[src/rtl/sram_bus_arbiter.sv]
// Two-master (inst/data) to one-slave arbiter for the SRAM-like req/addr_ok/data_ok bus.
// Optional inst starvation guard enabled by defining SRAM_ARB_STARVE_GUARD_EN.
module sram_bus_arbiter #(
    parameter int DEPTH        = 4,
    parameter int STARVE_LIMIT = 4
) (
    input  logic        clk,
    input  logic        reset,

    input  logic        inst_req,
    input  logic [31:0] inst_addr,
    output logic        inst_addr_ok,
    output logic        inst_data_ok,
    output logic [31:0] inst_rdata,

    input  logic        data_req,
    input  logic        data_wr,
    input  logic [1:0]  data_size,
    input  logic [3:0]  data_wstrb,
    input  logic [31:0] data_addr,
    input  logic [31:0] data_wdata,
    output logic        data_addr_ok,
    output logic        data_data_ok,
    output logic [31:0] data_rdata,

    output logic        mem_req,
    output logic        mem_wr,
    output logic [1:0]  mem_size,
    output logic [3:0]  mem_wstrb,
    output logic [31:0] mem_addr,
    output logic [31:0] mem_wdata,
    input  logic        mem_addr_ok,
    input  logic        mem_data_ok,
    input  logic [31:0] mem_rdata,

    output logic        err_unexpected
);

    localparam int PW = $clog2(DEPTH);

    typedef enum logic [1:0] {
        IDLE   = 2'd0,
        LOCK_I = 2'd1,
        LOCK_D = 2'd2
    } lock_t;

    lock_t          gnt_lock_q;
    lock_t          gnt_lock_d;
    logic           fifo_mem [DEPTH];
    logic [PW-1:0]  wr_ptr_q;
    logic [PW-1:0]  rd_ptr_q;
    logic [PW:0]    count_q;
    logic           err_q;

    logic           starve_hit;
    logic           pick_data;
    logic           gnt_id;
    logic           gnt_req;
    logic           fifo_full;
    logic           fifo_empty;
    logic           push;
    logic           pop;
    logic           head_id;

`ifdef SRAM_ARB_STARVE_GUARD_EN
    localparam int SW = $clog2(STARVE_LIMIT + 1);
    logic [SW-1:0]  starve_cnt_q;

    assign starve_hit = (starve_cnt_q >= SW'(STARVE_LIMIT));

    // Counts data acceptances that happened while inst was kept waiting.
    always_ff @(posedge clk or posedge reset) begin
        if (reset) begin
            starve_cnt_q <= '0;
        end else if (push && !gnt_id) begin
            starve_cnt_q <= '0;
        end else if (push && gnt_id && inst_req && !starve_hit) begin
            starve_cnt_q <= starve_cnt_q + 1'b1;
        end
    end
`else
    logic unused_starve_limit;
    assign unused_starve_limit = (STARVE_LIMIT > 0);
    assign starve_hit          = 1'b0;
`endif

    assign pick_data  = data_req && !(starve_hit && inst_req);
    assign fifo_full  = (count_q == (PW+1)'(DEPTH));
    assign fifo_empty = (count_q == '0);

    always_comb begin
        gnt_id = pick_data;
        case (gnt_lock_q)
            LOCK_I:  gnt_id = 1'b0;
            LOCK_D:  gnt_id = 1'b1;
            default: gnt_id = pick_data;
        endcase
    end

    assign gnt_req = gnt_id ? data_req : inst_req;
    assign mem_req = gnt_req && !fifo_full;
    assign push    = mem_req && mem_addr_ok;
    assign pop     = mem_data_ok && !fifo_empty;
    assign head_id = fifo_mem[rd_ptr_q];

    // Hold the grant while the slave stalls; a full FIFO neither locks nor unlocks.
    always_comb begin
        gnt_lock_d = gnt_lock_q;
        if (mem_req && !mem_addr_ok) begin
            gnt_lock_d = gnt_id ? LOCK_D : LOCK_I;
        end else if (push || !gnt_req) begin
            gnt_lock_d = IDLE;
        end
    end

    always_ff @(posedge clk or posedge reset) begin
        if (reset) begin
            gnt_lock_q <= IDLE;
            wr_ptr_q   <= '0;
            rd_ptr_q   <= '0;
            count_q    <= '0;
            err_q      <= 1'b0;
        end else begin
            gnt_lock_q <= gnt_lock_d;
            if (push) begin
                wr_ptr_q <= wr_ptr_q + 1'b1;
            end
            if (pop) begin
                rd_ptr_q <= rd_ptr_q + 1'b1;
            end
            case ({push, pop})
                2'b10:   count_q <= count_q + 1'b1;
                2'b01:   count_q <= count_q - 1'b1;
                default: count_q <= count_q;
            endcase
            if (mem_data_ok && fifo_empty) begin
                err_q <= 1'b1;
            end
        end
    end

    always_ff @(posedge clk) begin
        if (push) begin
            fifo_mem[wr_ptr_q] <= gnt_id;
        end
    end

    assign mem_wr         = gnt_id ? data_wr    : 1'b0;
    assign mem_size       = gnt_id ? data_size  : 2'd2;
    assign mem_wstrb      = gnt_id ? data_wstrb : 4'd0;
    assign mem_addr       = gnt_id ? data_addr  : inst_addr;
    assign mem_wdata      = gnt_id ? data_wdata : 32'd0;

    assign inst_addr_ok   = push && !gnt_id;
    assign data_addr_ok   = push && gnt_id;
    assign inst_data_ok   = pop && !head_id;
    assign data_data_ok   = pop && head_id;
    assign inst_rdata     = mem_rdata;
    assign data_rdata     = mem_rdata;
    assign err_unexpected = err_q;

endmodule

[config.mk]
export PLATFORM = sky130hd
export DESIGN_NAME = sram_bus_arbiter
export DESIGN_NICKNAME = d
export VERILOG_FILES = /design/src/rtl/sram_bus_arbiter.sv
export SDC_FILE = /design/constraint.sdc
export NUM_CORES = 1
export LEC_CHECK = 0
export ABC_CLOCK_PERIOD_IN_PS = 3800
export BUFFER_PORTS_ARGS = -buffer_cell sky130_fd_sc_hd__clkbuf_2
export CORE_AREA = 2 2 109 111
export DETAILED_ROUTE_END_ITERATION = 8
export DIE_AREA = 0 0 111 113
export GPL_ROUTABILITY_DRIVEN = 0
export GPL_TIMING_DRIVEN = 0
export PLACE_DENSITY = 0.59
export SLEW_MARGIN = 20
export SYNTH_ARGS = -nofsm -noshare
export SYNTH_HDL_FRONTEND = slang
export SYNTH_SLANG_ARGS = --single-unit
[constraint.sdc]
create_clock -name clk -period 3.8 [get_ports clk]
set_input_delay 0.76 -clock clk [delete_from_list [all_inputs] [get_ports clk]]
set_output_delay 0.76 -clock clk [all_outputs]
set_load 0.03 [all_outputs]
# Word level (Yosys, flattened, before mapping)
# Memory sizes are Yosys's and may differ from the RTL's.
# Cells that the tools add are included.
# classes
n_addsub	4
eq_ne	5
muxes	13
reduce_logical	19
# op_table
cell	count
32-bit two-way mux	2
1-bit logical AND	9
2-bit two-way mux	4
1-bit zero test	6
3-bit case mux with 2 select lines	1
2-bit by 1-bit adder with 2-bit output, second input constant	2
2-bit by 1-bit equality test with 1-bit output, second input constant	2
2-bit equality test, second input constant	2
1-bit two-way mux	4
4-bit two-way mux	1
2-bit nonzero test	2
3-bit by 1-bit adder with 3-bit output, second input constant	1
3-bit equality test, second input constant	1
3-bit zero test	1
3-bit by 1-bit subtractor with 3-bit output, second input constant	1
1-bit case mux with 2 select lines	1
1-bit logical OR	1
# word_totals
register_bits	10
ram_bits	4
input_bits	141
output_inout_bits	141
word_cells	47
mem_count	1
# memory_table
name	depth	word_bits	rd	rd_ports_with_merged_regs	write_ports	line	source
fifo_mem	4	1	1	0	1	49	logic fifo_mem [DEPTH];

# Longest topological paths before layout
# depth
ltp_word	8
ltp_mapped	12
mapped_depth_nobuf	12

# Least setup slack after synthesis
# OpenSTA, ideal clock, no wires.
# synth_path
kind	in2out
start	input port data_req
end	output port mem_addr[22]
arrival_time_ps	1677
required_time_ps	3040
setup_slack_ps	1363
path_stages	6
path_buffers	2
path_cell_list	mux2i_2 > inv_2 > buf_2 > buf_2 > nand2_1 > nand2_1
# synth_via
elab_chain_len	2
# synth_rtl
element	line	source
from (decl)	16	input logic data_req,
1-bit case mux with 2 select lines	93	case (gnt_lock_q)
net gnt_id	57	logic gnt_id;
32-bit two-way mux	151	assign mem_addr = gnt_id ? data_addr : inst_addr;
to (decl)	30	output logic [31:0] mem_addr,
# The timed path passes the listed nets, and every way through them passes these cells.

# Worst setup path in the final report
# layout_path
start	register gnt_lock_q[1]
end	output port mem_wdata[10]
# layout_via
elab_chain_len	3
word_cells_on_any_way	4
classes_between	eq/ne: 2; mux: 2
# layout_rtl
element	line	source
from (decl)	47	lock_t gnt_lock_q;
from (signal assigned)	124	gnt_lock_q <= gnt_lock_d;
2-bit equality test or 2-bit by 1-bit equality test with 1-bit output (tied branches)	93	
1-bit case mux with 2 select lines *	93	
32-bit two-way mux *	152	assign mem_wdata = gnt_id ? data_wdata : 32'd0;
to (decl)	31	output logic [31:0] mem_wdata,
# Every way passes the cells marked *; elsewhere a longest branch is shown, timed or not.

==> flow_summary.ini <==
[critical_path]
path_cells = ha_1 -> mux2i_2 -> inv_2 -> buf_2 -> buf_2 -> and2_1 -> clkbuf_2
reg2reg_depth = 11
worstPathMaxFanout = 10
worstSetupPathType = reg2out
end_kind = output pin
path_common_cell = buf_2
cp-start-kind = register
required_ns = 3.04
rrSetupSlack_ns = 1.33
crit_path_max_incr_delay_ns = 0.59
cp_slowest_cell = mux2i_2
worstPathArrival_ns = 2.43

[timing]
fmax_mhz = 313
rsz0062_at_grt = false
finalHoldViolCount = 0
post-route-min-period_ns = 3.19
fin_tns_setup_ns = 0
skew_ns = 0.00135
fin_crit_sh_pct = 83.9
worstMarginPinSlew_ns = 0.644
slew-limit-headroom_pct = 56.2
setup_viol_count_final = 0
drv_slew = 0

[logic_synthesis]
avgSynthCellArea_um2 = 6.91
seq_area_frac_synth_pct = 19.3
yosysWarnings = 0
yosysUniqueCellTypes = 25
synth_fp_nets = 425
ys_ff_latch = 14
syn-instance-count = 277
synth_area_um2 = 1910

[cells_and_area]
nets = 679
final_common_cell = clkbuf_2
seqCellArea_um2 = 370
area_growth_pct = 78.6
final_cell_area_um2 = 3420
layout-drive-gt1-share_pct = 62.1
num_antenna_cells = 0
final_cell_mix = 249 x clkbuf_2, 97 x nand2_1, 64 x buf_4
multi_input_area_um2 = 977
fillerInstances = 1282

[floorplanning]
core_um2 = 11300
die_x_um = 111
rows = 39
ios = 282
start_util_pct = 17.0
die_h_um = 113
die_area_um2 = 12500

[clock_tree]
worstSkewPairLatency_ns = 0.24
cts_buffers = 3
clkSlewWorstSetupHoldPaths_ns = 0.05
cts_tree = built
cts_root_buf = clkbuf_16
hold_buffers = 0
cts_resized = 0
cts_buffer_depth = 2
cts.sinks = 14
postCtsSetupRepairBufs = 0
htree_num_levels = 1

[global_route]
overflow = 0
grt_max_degree = 14
antenna_found_initial = 0
grt_pass1_wl_um = 12500
track_usage_pct = 12.7
grt_pass1_vias = 2262

[detailed_routing]
drtIter0Drc = 66
ant_nets = 0
routed_via_density = 3.65
drc_errors = 0
finalWirelength_um = 8690
first_pass_iters = 4
wl_per_cell_um = 12.9
num_vias = 2456

[place]
dp_hpwl_um = 8000
post_dp_cell_area_um2 = 3340
port_buffers = 249

[power]
power_density_nw_per_um2 = 617
ir_worst_vdd_mv = 0.339
p_leak_uw = 0.00217

[min_path]
min_path_type = reg2reg
hold_depth = 1

[flow_run]
maxCapViolCount = 0

[outcome]
status = complete, no violations
-- flip-flops by register name, summed over array words and instances (netlist names) --
| register | cells |
|---|---|
| count_q | 3 |
| err_unexpected | 1 |
| fifo_mem | 4 |
| gnt_lock_q | 2 |
| rd_ptr_q | 2 |
| wr_ptr_q | 2 |
-- per-layer routing --
| layer | vias to the layer above | global-route usage, % | routed length (µm) |
|---|---|---|---|
| met2 | 108 | 25.4 | 4840 |
| li1 | 1277 | - | - |
| met5 | - | 0 | 0 |
| met4 | 0 | 0.750 | 17 |
| met3 | 5 | 2.30 | 538 |
| met1 | 1066 | 14.7 | 3300 |
-- power by group --
group          total (µW)  switching [µW]  internal (µW)
clock network         200            60.4            139
logic                1640            1120            526
registers             269            45.9            223
-- critical path, delay by kind of cell (launching register included) --
kind                     cells  cell delay [ns]
buffers and inverters        4             0.69
adder cells (fa/ha/maj)      1             0.34
multiplexers                 1             0.59
flip-flops                   1             0.38
AND/OR/NAND/NOR              1             0.18
-- cells by family (layout without fill, tap and decap cells) --
family          after synthesis  in the layout  share of synthesized area (%)
compound gates                4              4                           1.18
xor+xnor                      6              6                           2.75
fa+ha+maj                     7              7                           4.97
buf+inv                      85            338                           29.6
flops                        14             14                           19.3
mux                           4              4                           3.20
simple gates                157            157                           39.0
-- area by class of cell --
type                    count  share of cell area (%)
repair buffers            249                    36.5
multi-input cells         178                    28.6
plain buffers              75                    15.5
flip-flops and latches     14                    10.8
well taps                 143                    5.23
clock buffers               3                    2.20
inverters                  10                    1.10
clock inverters             1                   0.110
-- worst paths after layout --
path,startpoint,endpoint
setup / recovery,gnt_lock_q[1],mem_wdata[10]
hold / removal,err_unexpected,err_unexpected
setup reg to reg,gnt_lock_q[1],count_q[2]
hold reg to reg,err_unexpected,err_unexpected
max in group asynchronous,reset,count_q[0]
min in group asynchronous,reset,gnt_lock_q[1]
-- synthesized netlist by cell type --
| cell type | number | share of area [%] |
|---|---|---|
| a21o_1 | 1 | 0.39 |
| a21oi_1 | 3 | 0.78 |
| and2_1 | 45 | 15 |
| buf_2 | 6 | 1.6 |
| buf_4 | 64 | 25 |
| clkbuf_1 | 5 | 0.98 |
| dfrtp_1 | 10 | 13 |
| edfxtp_1 | 4 | 6.3 |
| fa_1 | 1 | 1.0 |
| ha_1 | 6 | 3.9 |
| inv_1 | 9 | 1.8 |
| inv_2 | 1 | 0.20 |
| mux2_4 | 1 | 0.78 |
| mux2i_1 | 1 | 0.52 |
| mux2i_2 | 1 | 0.72 |
| mux4_2 | 1 | 1.2 |
| nand2_1 | 97 | 19 |
| nand2b_1 | 3 | 0.98 |
| nor2_1 | 5 | 0.98 |
| nor3_1 | 4 | 1.0 |
| nor3b_2 | 1 | 0.65 |
| nor4b_4 | 1 | 1.2 |
| or2_2 | 1 | 0.33 |
| xnor2_1 | 4 | 1.8 |
| xor2_1 | 2 | 0.92 |
-- through the flow --
stage	setup WS, ns	instances	power [µW]	hold WS, ns	utilization, %
after floorplan	1.36	277	1430	0.453	-
after global placement	0.655	669	1950	0.444	29.6
after detailed placement	0.673	669	1950	0.447	29.6
after CTS	0.479	673	2160	0.458	30.3
after global routing	0.408	673	2270	0.477	30.3
final	0.610	673	2110	0.452	30.3
Power figures use the tool's default switching activity.
